### config.mk
export PLATFORM = sky130hd
export DESIGN_NAME = psum_acc_int18
export DESIGN_NICKNAME = d
export VERILOG_FILES = /design/src/rtl/psum_acc_int18_pkg.sv /design/src/rtl/psum_shift_round.sv /design/src/rtl/psum_acc_int18.sv
export SDC_FILE = /design/constraint.sdc
export NUM_CORES = 1
export LEC_CHECK = 0
export ABC_AREA = 0
export BUFFER_PORTS_ARGS = -buffer_cell sky130_fd_sc_hd__buf_2
export CAP_MARGIN = 20
export CORE_ASPECT_RATIO = 0.7
export CORE_MARGIN = 4
export CORE_UTILIZATION = 55
export CTS_CLUSTER_DIAMETER = 60
export DETAILED_ROUTE_END_ITERATION = 12
export GPL_TIMING_DRIVEN = 1
export PLACE_DENSITY_LB_ADDON = 0.3
export SKIP_LAST_GASP = 1
export SYNTH_ARGS = -nofsm -noshare
export SYNTH_HDL_FRONTEND = slang
export SYNTH_SLANG_ARGS = --single-unit
### constraint.sdc
create_clock -name clk -period 5.4 [get_ports clk]
set_input_delay 0.27 -clock clk [delete_from_list [all_inputs] [get_ports clk]]
set_output_delay 0.27 -clock clk [all_outputs]
set_load 0.1 [all_outputs]
### src/rtl/psum_acc_int18_pkg.sv
// Shared definitions for the INT16 partial-sum accumulator and its helpers:
// default datapath widths and the control FSM state encoding.
package psum_acc_int18_pkg;

  localparam int PSUM_ACC_W    = 24;  // signed accumulator width
  localparam int PSUM_DATA18_W = 18;  // result width
  localparam int PSUM_DATA16_W = 16;  // partial-product width
  localparam int PSUM_LEN_W    = 8;   // window-length field width
  localparam int PSUM_SH_W     = 3;   // shift-amount field width

  typedef enum logic [0:0] {
    ST_IDLE  = 1'b0,
    ST_ACCUM = 1'b1
  } psum_state_e;

endpackage : psum_acc_int18_pkg

### src/rtl/psum_shift_round.sv
// Combinational scaling stage for accumulated sums: arithmetic right shift,
// optional round-half-up (macro PSUM_ROUND_EN), and detection of results
// that do not fit the narrow output width.
module psum_shift_round #(
  parameter int ACC_W = 24,
  parameter int SH_W  = 3,
  parameter int OUT_W = 18
) (
  input  logic signed [ACC_W-1:0] sum_i,
  input  logic        [SH_W-1:0]  sh_i,
  output logic        [OUT_W-1:0] data_o,
  output logic                    ovf_o
);

  // True when the bits above the output sign bit are not pure sign extension.
  function automatic logic not_sign_ext(input logic [ACC_W-OUT_W:0] top);
    return !((&top) || !(|top));
  endfunction

  logic signed [ACC_W-1:0] rnd_s;
  logic signed [ACC_W-1:0] biased_s;
  logic signed [ACC_W-1:0] shifted_s;

  // Optional rounding bias, then arithmetic shift and overflow detection.
  always_comb begin
    rnd_s = '0;
`ifdef PSUM_ROUND_EN
    if (sh_i != '0) begin
      rnd_s = ACC_W'(1) << (sh_i - SH_W'(1));
    end else begin
      rnd_s = '0;
    end
`endif
    biased_s  = sum_i + rnd_s;
    shifted_s = biased_s >>> sh_i;
    data_o    = shifted_s[OUT_W-1:0];
    ovf_o     = not_sign_ext(shifted_s[ACC_W-1:OUT_W-1]);
  end

endmodule : psum_shift_round

### src/rtl/psum_acc_int18.sv
// Windowed accumulator: sums a stream of signed INT16 partial products over
// cfg_len beats, scales by cfg_shift and emits one INT18 result per window
// through a single-entry output register with valid/ready handshaking.
// Optional feature macro: PSUM_ROUND_EN (round-half-up on the final shift).
module psum_acc_int18
  import psum_acc_int18_pkg::*;
#(
  parameter int ACC_W = PSUM_ACC_W,
  parameter int LEN_W = PSUM_LEN_W,
  parameter int SH_W  = PSUM_SH_W
) (
  input  logic             clk,
  input  logic             rst,
  input  logic [LEN_W-1:0] cfg_len,
  input  logic [SH_W-1:0]  cfg_shift,
  input  logic             in_valid,
  output logic             in_ready,
  input  logic [15:0]      in_data,
  output logic             out_valid,
  input  logic             out_ready,
  output logic [17:0]      out_data,
  output logic             out_ovf
);

  psum_state_e state_q, state_d;

  logic [LEN_W-1:0] cnt_q, cnt_d;
  logic [LEN_W-1:0] len_q, len_d;
  logic [SH_W-1:0]  sh_q, sh_d;
  logic signed [ACC_W-1:0] acc_q, acc_d;
  logic        out_valid_q, out_valid_d;
  logic [17:0] out_data_q, out_data_d;
  logic        out_ovf_q, out_ovf_d;

  logic                    in_ready_s;
  logic                    accept_s;
  logic                    first_s;
  logic                    last_s;
  logic [LEN_W-1:0]        len_eff_s;
  logic [LEN_W-1:0]        len_sel_s;
  logic [SH_W-1:0]         sh_sel_s;
  logic signed [ACC_W-1:0] in_ext_s;
  logic signed [ACC_W-1:0] final_s;
  logic [17:0]             res_data_s;
  logic                    res_ovf_s;

  // FSM state register.
  always_ff @(posedge clk or posedge rst) begin
    if (rst) begin
      state_q <= ST_IDLE;
    end else begin
      state_q <= state_d;
    end
  end

  // FSM next state: leave IDLE one cycle after reset, then stay in ACCUM.
  always_comb begin
    state_d = state_q;
    case (state_q)
      ST_IDLE:  state_d = ST_ACCUM;
      ST_ACCUM: state_d = ST_ACCUM;
      default:  state_d = ST_IDLE;
    endcase
  end

  // FSM outputs: accept beats only when accumulating and no result is stuck.
  always_comb begin
    in_ready_s = 1'b0;
    case (state_q)
      ST_ACCUM: in_ready_s = !(out_valid_q && !out_ready);
      ST_IDLE:  in_ready_s = 1'b0;
      default:  in_ready_s = 1'b0;
    endcase
  end

  // Beat datapath: on the first beat of a window the live cfg values apply,
  // afterwards the values latched on that first beat.
  always_comb begin
    accept_s  = in_valid && in_ready_s;
    first_s   = (cnt_q == '0);
    len_eff_s = (cfg_len == '0) ? LEN_W'(1) : cfg_len;
    len_sel_s = first_s ? len_eff_s : len_q;
    sh_sel_s  = first_s ? cfg_shift : sh_q;
    last_s    = (cnt_q == (len_sel_s - LEN_W'(1)));
    in_ext_s  = {{(ACC_W-16){in_data[15]}}, in_data};
    final_s   = (first_s ? '0 : acc_q) + in_ext_s;
  end

  psum_shift_round #(
    .ACC_W (ACC_W),
    .SH_W  (SH_W),
    .OUT_W (18)
  ) u_shift_round (
    .sum_i  (final_s),
    .sh_i   (sh_sel_s),
    .data_o (res_data_s),
    .ovf_o  (res_ovf_s)
  );

  // Next-state for counter, accumulator, latched config and output register.
  always_comb begin
    cnt_d       = cnt_q;
    len_d       = len_q;
    sh_d        = sh_q;
    acc_d       = acc_q;
    out_valid_d = out_valid_q;
    out_data_d  = out_data_q;
    out_ovf_d   = out_ovf_q;

    if (accept_s) begin
      if (first_s) begin
        len_d = len_eff_s;
        sh_d  = cfg_shift;
      end else begin
        len_d = len_q;
        sh_d  = sh_q;
      end
      if (last_s) begin
        cnt_d       = '0;
        acc_d       = '0;
        out_valid_d = 1'b1;
        out_data_d  = res_data_s;
        out_ovf_d   = res_ovf_s;
      end else begin
        cnt_d = cnt_q + LEN_W'(1);
        acc_d = final_s;
        if (out_valid_q && out_ready) begin
          out_valid_d = 1'b0;
        end else begin
          out_valid_d = out_valid_q;
        end
      end
    end else begin
      if (out_valid_q && out_ready) begin
        out_valid_d = 1'b0;
      end else begin
        out_valid_d = out_valid_q;
      end
    end
  end

  // Datapath and output registers.
  always_ff @(posedge clk or posedge rst) begin
    if (rst) begin
      cnt_q       <= '0;
      len_q       <= LEN_W'(1);
      sh_q        <= '0;
      acc_q       <= '0;
      out_valid_q <= 1'b0;
      out_data_q  <= 18'd0;
      out_ovf_q   <= 1'b0;
    end else begin
      cnt_q       <= cnt_d;
      len_q       <= len_d;
      sh_q        <= sh_d;
      acc_q       <= acc_d;
      out_valid_q <= out_valid_d;
      out_data_q  <= out_data_d;
      out_ovf_q   <= out_ovf_d;
    end
  end

  assign in_ready  = in_ready_s;
  assign out_valid = out_valid_q;
  assign out_data  = out_data_q;
  assign out_ovf   = out_ovf_q;

endmodule : psum_acc_int18

After elaboration in Yosys (flattened, before gate mapping):

Index checks and enable logic that the tools add are counted.

* flip-flop bits (word level): 64
* input bits: 31
* word-level logic and storage cells: 37

* equal/unequal tests: 1
* reduce and logical (&&, ||, !) cells: 13
* bitwise operators: 1
* add/subtract/negate cells: 3
* mux-type cells: 10
* shift-type cells: 1

Operator list (number)
* two-way mux 24 bit: 2
* adder 24 bit: 1
* two-way mux 8 bit: 3
* >>> shifter 24 x 3 -> 24 bit: 1
* logical NOT 8 bit: 2
* adder 8 x 1 -> 8 bit, second input constant: 1
* == test 8 bit: 1
* subtractor 8 x 1 -> 8 bit, second input constant: 1
* AND reduction 7 bit: 1
* OR reduction 7 bit: 1
* logical NOT 1 bit: 4
* logical AND 1 bit: 3
* two-way mux 1 bit: 3
* two-way mux 3 bit: 1
* case mux 1 bit (2 select lines): 1
* AND reduction 2 bit: 1
* logical OR 1 bit: 1
* inverter 1 bit: 1

Depth between registers and ports, before layout:

Gate-level depths: netlist of run 1.

* depth in word-level cells: 8
* gate-level depth with buffers: 19
* gate-level depth less buffers: 17

By module:

A second synthesis of run 1 with hierarchy kept.

* cells, all modules: 565
* area total of the unflattened synthesis: 5106.1 µm²

By module, submodules not included
* psum_acc_int18: instances 1, cells each 453, area each 4252.8 µm²
* psum_shift_round: instances 1, cells each 112, area each 853.3 µm²

Worst setup path after synthesis of run 1:

No wires, ideal clock.

* kind: register to register
* from: register cnt_q[0]
* to: register out_ovf_q (netlist: out_ovf)
* arrival: 4463 ps
* slack: 850 ps
* stages on the path, launching flop included: 20
* period minus slack after synthesis: 4550 ps
* cells stage by stage: dfrtp_1 -> inv_1 -> ha_1 -> nor4b_4 -> nand3_2 -> clkbuf_1 -> clkbuf_1 -> and2_1 -> ha_1 -> clkbuf_1 -> and3_1 -> a221oi_1 -> and4_1 -> a21oi_2 -> a21oi_1 -> o311ai_0 -> nor2_1 -> a2111o_1 -> a211o_1 -> o211ai_1

* cells in the longest elaborated chain, start to end: 8

RTL lines
* start, declared: line psum_acc_int18.sv:27 `logic [LEN_W-1:0] cnt_q, cnt_d;`
* start signal, assigned: line psum_acc_int18.sv:153 `cnt_q <= cnt_d;`
* logical NOT 8 bit: line psum_acc_int18.sv:80 `first_s = (cnt_q == '0);`
* two-way mux 24 bit: line psum_acc_int18.sv:86 `final_s = (first_s ? '0 : acc_q) + in_ext_s;`
* adder 24 bit: line psum_acc_int18.sv:86
* >>> shifter 24 x 3 -> 24 bit: line psum_shift_round.sv:35 `shifted_s = biased_s >>> sh_i;`
* OR reduction 7 bit: line psum_shift_round.sv:17 `return !((&top) || !(|top));`
* logical NOT 1 bit: line psum_shift_round.sv:17
* logical OR 1 bit: line psum_shift_round.sv:17
* logical NOT 1 bit: line psum_shift_round.sv:17
* end signal, assigned: line psum_acc_int18.sv:159 `out_ovf_q <= out_ovf_d;`
* end, declared: line psum_acc_int18.sv:33 `logic out_ovf_q, out_ovf_d;`

Parallel ways exist; a longest one is shown, timed or not.
A chain may end at the register's enable or synchronous reset.

Worst setup path after layout of run 1:

Ends and elaborated chain as after synthesis.

==> results_dict.tcl, run 1 <==
set metrics [dict create \
    r2r_start "cnt_q[0]" \
    outcome "completed" \
    ios 52 \
    cap_violations 0 \
    r2r_cells 17 \
    vias 5459 \
    power_w 0.00377 \
    cts.sinks 64 \
    path_buf_inv 1 \
    period_needed_ps 5010 \
    synth_nets 759 \
    initialDrtViolationCount 484 \
    h-tree-depth 3 \
    cts_tree "yes" \
    async_flop_share_pct 100 \
    yosysSeqAreaShare_pct 29.0 \
    min_period_over_period_pct 92.7 \
    portBuffers 51 \
    worst-setup-path-type "flip-flop to flip-flop" \
    min_path_type "input port to async pin" \
    coreArea_um2 9760 \
    avgViaCountPerCell 6.32 \
    utilization_pct 63.6 \
    slowest_delay_ps 480 \
    p_leak_nw 2.82 \
    drtAntennaViolNets 0 \
    dp_hpwl_um 11800 \
    cp.depth 17 \
    hold_buffers 0 \
    final-hold-violation-count 0 \
    final_nets 789 \
    power.density_nw_per_um2 608 \
    startpoint_type "flip-flop" \
    drtPass1Iterations 5 \
    required_ps 5660 \
    grt_use_total_pct 27.9 \
    max_freq_mhz 200 \
    areaGrowthSynthToFinish_pct 12.1 \
    yosysWarnings 0 \
    synth_cells 701 \
    mostFrequentLayoutCell "nand2_1" \
    synth_edf_count 0 \
    end_kind "flip-flop" \
    worstPathCellList "inv_1 -> ha_1 -> nor4b_4 -> nand3_4 -> and2_1 -> ha_1 -> fa_1 -> a21o_1 -> a221oi_1 -> o2111ai_1 -> a21oi_1 -> nor3_1 -> a222oi_1 -> a21oi_1 -> a2111o_1 -> a211o_1 -> o211ai_1" \
    worst_ep_arrival_time_ps 5270 \
    crit_end "out_ovf" \
    cp_slowest_cell "a2111o_1" \
    cp_max_fo 20 \
    place.gp.congestion 1.02 \
    critical-path-top-delay-family "compound AO/OA/AOI/OAI gates" \
    grt_overflow 0 \
    antenna_found_initial 0 \
    slew_violations 0 \
    rsz0062_at_grt "no" \
    ys.flop_type "dfrtp_1" \
    drt_wl_total_um 16000 \
    n_antenna_cell 0 \
    rrSetupSlack_ps 390 \
    worst_pin_slew_ps 893 \
    die_area_um2 11800 \
    dieHeight_um 91.9 \
    final_cell_mix "nand2_1 (94), a21oi_1 (68), dfrtp_1 (63)" \
    grt_pass1_vias 5204 \
    clk_latency_ps 350 \
    path_clk_slew_ps 60 \
    synth-seq-cells 64 \
    synth.distinct_cells 71 \
    grt_pass1_wl_um 26400 \
    crit-reg2reg-capture "out_ovf" \
    finClkSkew_ps 8.83 \
    setup_violations 0 \
    syn-cell-area_um2 5540 \
    cp-startpoint "cnt_q[0]" \
    ir_worst_vdd_uv 259 \
    finalSetupTns_ps 0 \
    grt_max_degree 65 \
    drc 0 \
    cts_root_buffer "clkbuf_16" \
    fp-row-count 30 \
    avgSynthCellArea_um2 7.90 \
    slew_headroom_pct 40.3 \
    start_util_pct 56.7 \
    numCtsBuffers 9 \
    layout-drive-gt1-share_pct 14.7 \
    die_w_um 128 \
    wl_per_cell_um 18.5 \
    clockBufferDepth 2 \
]
==> flip-flops by register name (all words and copies together) (netlist names) <==
name	cells
out_ovf	1
state_q	1
sh_q	3
out_data	18
len_q	8
out_valid	1
cnt_q	8
acc_q	24
==> cells by family after synthesis <==
group	count (synthesis)	synth area share, %
buffers and inverters	57	4.20
AND/OR/NAND/NOR	267	24.0
flip-flops	64	29.0
AO/OA/AOI/OAI	226	26.3
adder cells (fa/ha/maj)	27	6.24
multiplexers	26	5.02
other	1	0.0677
XOR/XNOR	33	5.22
==> tightest hold or removal path, cell delays in order <==
cell   delay, ps
buf_2        100
inv_2         30
buf_4        640
==> stage by stage <==
step	hold WS [ps]	cells	setup slack [ps]	area (um2)
2_1_floorplan	387	701	850	5540
3_3_place_gp	443	847	440	5860
3_5_place_dp	449	847	190	5860
4_1_cts	212	863	173	6180
5_1_grt	217	864	26.6	6210
6_report	166	864	394	6210
==> synthesized netlist by cell type, drive strengths merged, types with 3 or more instances <==
| master | n | share of area [%] |
|---|---|---|
| inv | 14 | 0.95 |
| o211ai | 12 | 1.6 |
| a31oi | 12 | 1.4 |
| nor3 | 20 | 2.1 |
| and2 | 29 | 3.3 |
| o22ai | 4 | 0.45 |
| a21oi | 69 | 6.3 |
| clkbuf | 31 | 2.1 |
| o311ai | 3 | 0.47 |
| o21ai | 40 | 3.6 |
| nand2b | 4 | 0.45 |
| xnor2 | 15 | 2.4 |
| buf | 12 | 1.2 |
| a21o | 11 | 1.5 |
| a311oi | 3 | 0.47 |
| nor4 | 5 | 0.57 |
| ha | 26 | 5.9 |
| nor2b | 4 | 0.45 |
| a211oi | 13 | 1.8 |
| dfrtp | 63 | 28 |
| nand2 | 96 | 6.7 |
| o31ai | 18 | 2.4 |
| nand3 | 9 | 0.90 |
| and4 | 5 | 0.79 |
| o21bai | 5 | 0.68 |
| mux2 | 11 | 2.2 |
| nor2 | 59 | 4.0 |
| a21boi | 5 | 0.68 |
| and3 | 6 | 0.68 |
| nand3b | 4 | 0.54 |
| or2 | 3 | 0.34 |
| or3 | 7 | 0.79 |
| mux2i | 15 | 2.8 |
| o21a | 8 | 1.1 |
| o2111ai | 5 | 0.79 |
| nand4 | 11 | 1.2 |
| xor2 | 18 | 2.8 |
==> metal layers <==
layer / GRT usage, % / part of all wire [%] / vias to the layer above
met2: 40.5 / 43 / 188
met5: 0 / 0 / -
met4: 7.51 / 1.5 / 0
met1: 41.2 / 49 / 2625
li1: - / - / 2622
met3: 7.04 / 6.4 / 24
==> timing repair <==
action | CTS | global route
gates resized for setup | 0 | 4
setup endpoints to repair | 0 | 2
buffers inserted | 0 | 1
==> final cells by class <==
type	count	area, um2
tap	128	160
clock buffer	9	225
fill	881	3550
multi-input combinational	580	3730
sequential	64	1600
timing repair buffer	62	338
inverter	14	52.6
clock inverter	7	101
==> worst min-delay path by stage <==
stage	endpoint	slack, ps
floorplan	len_q[6]	390
global placement	acc_q[15]	440
detailed placement	acc_q[15]	450
CTS	out_data[17]	210
global route	len_q[7]	220
finish	out_data[17]	170
==> where the power goes <==
group | switching [W] | internal (W)
Clock | 0.000244 | 0.000409
Sequential | 0.0000994 | 0.000610
Combinational | 0.00157 | 0.000844
Note: power is estimated with default switching activity, not from simulation.
==> inputs of run 2 (changes only) <==
--- a/config.mk
+++ b/config.mk
@@ -10,7 +10,7 @@
 export CAP_MARGIN = 20
 export CORE_ASPECT_RATIO = 0.7
 export CORE_MARGIN = 4
-export CORE_UTILIZATION = 55
+export CORE_UTILIZATION = 61
 export CTS_CLUSTER_DIAMETER = 60
 export DETAILED_ROUTE_END_ITERATION = 12
 export GPL_TIMING_DRIVEN = 1
@@ -19,3 +19,4 @@
 export SYNTH_ARGS = -nofsm -noshare
 export SYNTH_HDL_FRONTEND = slang
 export SYNTH_SLANG_ARGS = --single-unit
+export TNS_END_PERCENT = 100
==> run 2 against run 1 <==
Compared with the run above:
- combinational power barely moved
- critical path depth did not move
- utilization rose by 7.9 points
- largest cell class unchanged
==> results_dict.tcl, run 2 (synthesis results as in run 1) <==
set metrics [dict create \
    power.density_nw_per_um2 605 \
    seq_area_um2 1600 \
    dieHeight_um 87.7 \
    post_cts_buffers 0 \
    worst_pin_slew_ps 847 \
    numCtsBuffers 9 \
    min_period_over_period_pct 95.1 \
    crit_end "out_ovf" \
    grt_pass1_wl_um 27000 \
    cts_tree "yes" \
    max_freq_mhz 195 \
    cts.sinks 64 \
    met3WireLength_um 1640 \
    layout-drive-gt1-share_pct 14.7 \
    min_path_type "input port to async pin" \
    required_ps 5650 \
    die_area_um2 10700 \
    regMostFlops "acc_q" \
    cp_max_fo 13 \
    wl_met2_um 7430 \
    period_needed_ps 5140 \
    finClkSkew_ps 7.33 \
    cts.repair.resized 0 \
    initialDrtViolationCount 805 \
    portBuffers 51 \
    n_antenna_cell 0 \
    r2r_start "cnt_q[0]" \
    fp-row-count 28 \
    mostFrequentLayoutCell "nand2_1" \
    start_util_pct 64.0 \
    ios 52 \
    end_kind "flip-flop" \
    clk_latency_ps 330 \
    place.gp.congestion 1.06 \
    worst-setup-path-type "flip-flop to flip-flop" \
    startpoint_type "flip-flop" \
    multi_input_area_um2 3720 \
    nFillCells 682 \
    antenna_found_initial 0 \
    grt_overflow 0 \
    largest_reg_flops 24 \
    place_area_um2 5850 \
    ir_worst_vdd_uv 301 \
    cap_violations 0 \
    drc 0 \
    grt_pass1_vias 5447 \
    drtPass1Iterations 5 \
    final_cell_mix "nand2_1 (94), a21oi_1 (68), dfrtp_1 (63)" \
    p_leak_nw 2.81 \
    coreArea_um2 8650 \
    final_area_um2 6190 \
    r2r_cells 17 \
    vias 5744 \
    areaGrowthSynthToFinish_pct 11.8 \
    rrSetupSlack_ps 260 \
    slew_headroom_pct 43.5 \
    clockBufferDepth 2 \
    grt_use_total_pct 31.9 \
    crit-reg2reg-capture "out_ovf" \
    drt_wl_total_um 16600 \
    m1WireLength_um 7280 \
    cp-startpoint "cnt_q[0]" \
    final_nets 790 \
    avgViaCountPerCell 6.71 \
    h-tree-depth 3 \
    outcome "completed" \
    finalSetupTns_ps 0 \
    slew_violations 0 \
    wl_per_cell_um 19.4 \
    setup_violations 0 \
    hold_buffers 0 \
    dp_hpwl_um 12000 \
    top_layer "met4" \
    final-hold-violation-count 0 \
    path_clk_slew_ps 60 \
    drtAntennaViolNets 0 \
    worst_ep_arrival_time_ps 5390 \
    grt_max_degree 65 \
    die_w_um 122 \
    cts_root_buffer "clkbuf_16" \
    rsz0062_at_grt "no" \
]
## run 2: cell types whose count changed in the layout (fill, tap and decap cells not counted), sizes merged
cell / previous run / this run
inv: 17 / 14
buf: 62 / 63
bufinv: 2 / 1
clkbuf: 9 / 10
clkinv: 0 / 1
clkinvlp: 2 / 3
## run 2: how the worst min path moves through the flow
stage          startpoint            to  slack [ps]  cells past startpoint
5_1_grt        cfg_len[6]      len_q[6]         230                      3
3_5_place_dp    acc_q[15]     acc_q[15]         460                      2
2_1_floorplan  cfg_len[6]      len_q[6]         390                      2
6_report              rst  out_data[16]         180                      3
3_3_place_gp    acc_q[15]     acc_q[15]         450                      2
4_1_cts        cfg_len[6]      len_q[6]         210                      3
## run 2: worst max-delay path, cell delays in order (launching register included)
cell and delay (ps):
dfrtp_1 460, inv_1 110, ha_1 180, nor4b_4 370
nand3_2 350, buf_4 290, and2_1 170, ha_1 470
nor2_1 100, o311ai_1 500, a21boi_1 150, a311oi_1 390
nor3_1 130, a222oi_1 370, a21oi_1 200, a2111o_1 460
a211o_1 280, o211ai_1 80
## run 2: where the power goes
part | internal [W] | switching (W)
logic | 0.000844 | 0.00160
registers | 0.000610 | 0.000104
clock network | 0.000366 | 0.000222
total | 0.00182 | 0.00193
## run 2: per-layer routing
| metal | up-vias | GRT usage, % |
|---|---|---|
| met1 | 2724 | 45.5 |
| met5 | - | 0 |
| met2 | 348 | 50.2 |
| li1 | 2634 | - |
| met4 | 0 | 7.93 |
| met3 | 38 | 6.58 |
## run 2: area by class of cell
class,count,area share [%]
multi-input cells,580,60.1
well taps,120,2.43
flip-flops and latches,64,25.9
clock buffers,10,3.86
repair buffers,63,5.90
clock inverters,5,0.930
inverters,14,0.849
## run 2: stage by stage
step	setup WS (ps)	power [W]	hold slack, ps	cells	utilization, %
global route	18.5	0.00400	231	856	71.5
floorplan	850	0.00250	387	701	-
finish	264	0.00375	176	856	71.5
detailed placement	191	0.00305	455	840	67.6
global placement	482	0.00298	454	840	67.6
CTS	159	0.00365	206	855	71.1
==> inputs of run 3 (changes only) <==
--- a/config.mk
+++ b/config.mk
@@ -10,7 +10,8 @@
 export CAP_MARGIN = 20
 export CORE_ASPECT_RATIO = 0.7
 export CORE_MARGIN = 4
-export CORE_UTILIZATION = 61
+export CORE_UTILIZATION = 56
+export CTS_BUF_LIST = sky130_fd_sc_hd__clkbuf_8
 export CTS_CLUSTER_DIAMETER = 60
 export DETAILED_ROUTE_END_ITERATION = 12
 export GPL_TIMING_DRIVEN = 1
@@ -19,4 +20,3 @@
 export SYNTH_ARGS = -nofsm -noshare
 export SYNTH_HDL_FRONTEND = slang
 export SYNTH_SLANG_ARGS = --single-unit
-export TNS_END_PERCENT = 100
==> constraint.sdc (replaced) <==
create_clock -name clk -period 4.56 [get_ports clk]
set_input_delay 0.228 -clock clk [delete_from_list [all_inputs] [get_ports clk]]
set_output_delay 0.228 -clock clk [all_outputs]
set_load 0.1 [all_outputs]
==> run 3 against run 2 <==
Compared with the run above:
- sequential cell count unchanged
- sequential power up 14%
- cell count up 4.3%
- routed wire length up 1.7%
- worst hold slack worse by 88 ps
- critical path type unchanged
==> results_dict.tcl, run 3 (synthesis results as in run 1) <==
set metrics [dict create \
    outcome "completed" \
    cap_violations 0 \
    pre_cts_ws_ps -108 \
    worst-setup-path-type "flip-flop to flip-flop" \
    drt_wl_total_um 16900 \
    p_leak_nw 2.93 \
    drtAntennaViolNets 0 \
    grt_use_total_pct 29.1 \
    cp_max_fo 12 \
    path_clk_slew_ps 90 \
    startpoint_type "flip-flop" \
    numCtsBuffers 9 \
    grt_pass1_vias 5345 \
    largest_reg_flops 24 \
    r2r_cells 18 \
    regMostFlops "acc_q" \
    worst_pin_slew_ps 1070 \
    dieHeight_um 91.2 \
    n_antenna_cell 0 \
    min_path_type "input port to async pin" \
    drc 0 \
    nFillCells 820 \
    slew_headroom_pct 29.0 \
    start_util_pct 57.2 \
    utilization_pct 66.4 \
    grt_max_degree 65 \
    avgViaCountPerCell 6.44 \
    areaGrowthSynthToFinish_pct 16.1 \
    coreArea_um2 9680 \
    fin_ws_ps 133 \
    wl_per_cell_um 18.9 \
    grt_pass1_wl_um 27300 \
    period_needed_ps 4430 \
    die_w_um 127 \
    h-tree-depth 3 \
    drtPass1Iterations 5 \
    required_ps 4860 \
    finClkSkew_ps 19.5 \
    end_kind "flip-flop" \
    min_period_over_period_pct 97.1 \
    die_area_um2 11600 \
    place.gp.congestion 1.00 \
    r2r_start "cnt_q[0]" \
    mostFrequentLayoutCell "nand2_1" \
    final_cell_mix "nand2_1 (94), a21oi_1 (64), dfrtp_1 (63)" \
    fp-row-count 30 \
    antenna_found_initial 0 \
    clk_latency_ps 380 \
    portBuffers 51 \
    rrSetupSlack_ps 130 \
    final-hold-violation-count 0 \
    vias 5747 \
    grt_overflow 0 \
    dp_hpwl_um 12400 \
    crit-reg2reg-capture "out_ovf" \
    cts_tree "yes" \
    initialDrtViolationCount 577 \
    power_w 0.00453 \
    max_freq_mhz 226 \
    place_area_um2 6050 \
    layout-drive-gt1-share_pct 20.7 \
    whs_ps 88.7 \
    worst_ep_arrival_time_ps 4720 \
    clockBufferDepth 2 \
    setup_violations 0 \
    final_nets 818 \
    power.density_nw_per_um2 704 \
    final_area_um2 6430 \
    ir_worst_vdd_uv 373 \
    ios 52 \
    cts_root_buffer "clkbuf_8" \
    cts.sinks 64 \
    slew_violations 0 \
]
## run 3: changes by cell type in the layout (fill, tap and decap cells not counted), moves of 4 or more
cell	previous run	this run
a21oi_1	68	64
a21oi_2	1	5
buf_4	11	40
clkbuf_16	9	0
clkbuf_8	1	11
## run 3: per-stage QoR
step,setup TNS (ps),instances
2_1_floorplan,0,701
3_3_place_gp,0,872
3_5_place_dp,-121,872
4_1_cts,0,888
5_1_grt,-87.7,893
6_report,0,893
## run 3: power by group
group          total (W)  switching [W]  internal [W]
logic            0.00323        0.00205       0.00117
registers       0.000814      0.0000917      0.000722
clock network   0.000487       0.000257      0.000231
total            0.00453        0.00240       0.00213
## run 3: repair_timing
item,4_1_cts,5_1_grt
endpoints found under the setup margin,2,6
pin swaps,0,4
cloned,0,0
hold buffers,0,0
setup buffers,0,5
endpoints found under the hold margin,0,0
gates resized for setup,4,25
## run 3: cell type report
class,instances,area [um2],share of cell area [%]
multi-input combinational,580,3870,60.1
inverter,14,52.6,0.817
timing repair buffer,91,556,8.64
sequential,64,1600,24.9
tap,128,160,2.49
clock inverter,5,40.0,0.623
clock buffer,11,151,2.35
## run 3: how the worst max path moves through the flow
stage          slack, ps  endpoint      from  cells after the start
6_report             130   out_ovf  cnt_q[0]                     18
3_5_place_dp        -110   out_ovf  cnt_q[1]                     17
2_1_floorplan         10   out_ovf  cnt_q[0]                     19
4_1_cts               20   out_ovf  cnt_q[0]                     17
3_3_place_gp         160   out_ovf  cnt_q[0]                     17
5_1_grt              -90   out_ovf  cnt_q[0]                     18
## run 3: worst max-delay path, stage by stage (launching register included)
cell and delay [ps]:
dfrtp_1 380, inv_1 100, ha_1 190, nor4b_4 280, nand3_4 190, buf_4 210, and2_1 160, ha_1 410
nand2_1 160, o311ai_4 360, a21boi_1 140, a311oi_2 310, nor3_1 120, a222oi_1 310, buf_4 180, a21oi_2 60
a2111o_1 410, a211o_1 290, o211ai_1 90
## run 3: layer usage
metal | track usage, % | vias up | wire length, um
met5 | 0 | - | 0
li1 | - | 2677 | -
met2 | 43.3 | 266 | 7470
met4 | 6.16 | 0 | 190
met3 | 7.52 | 26 | 1530
met1 | 42.6 | 2778 | 7740
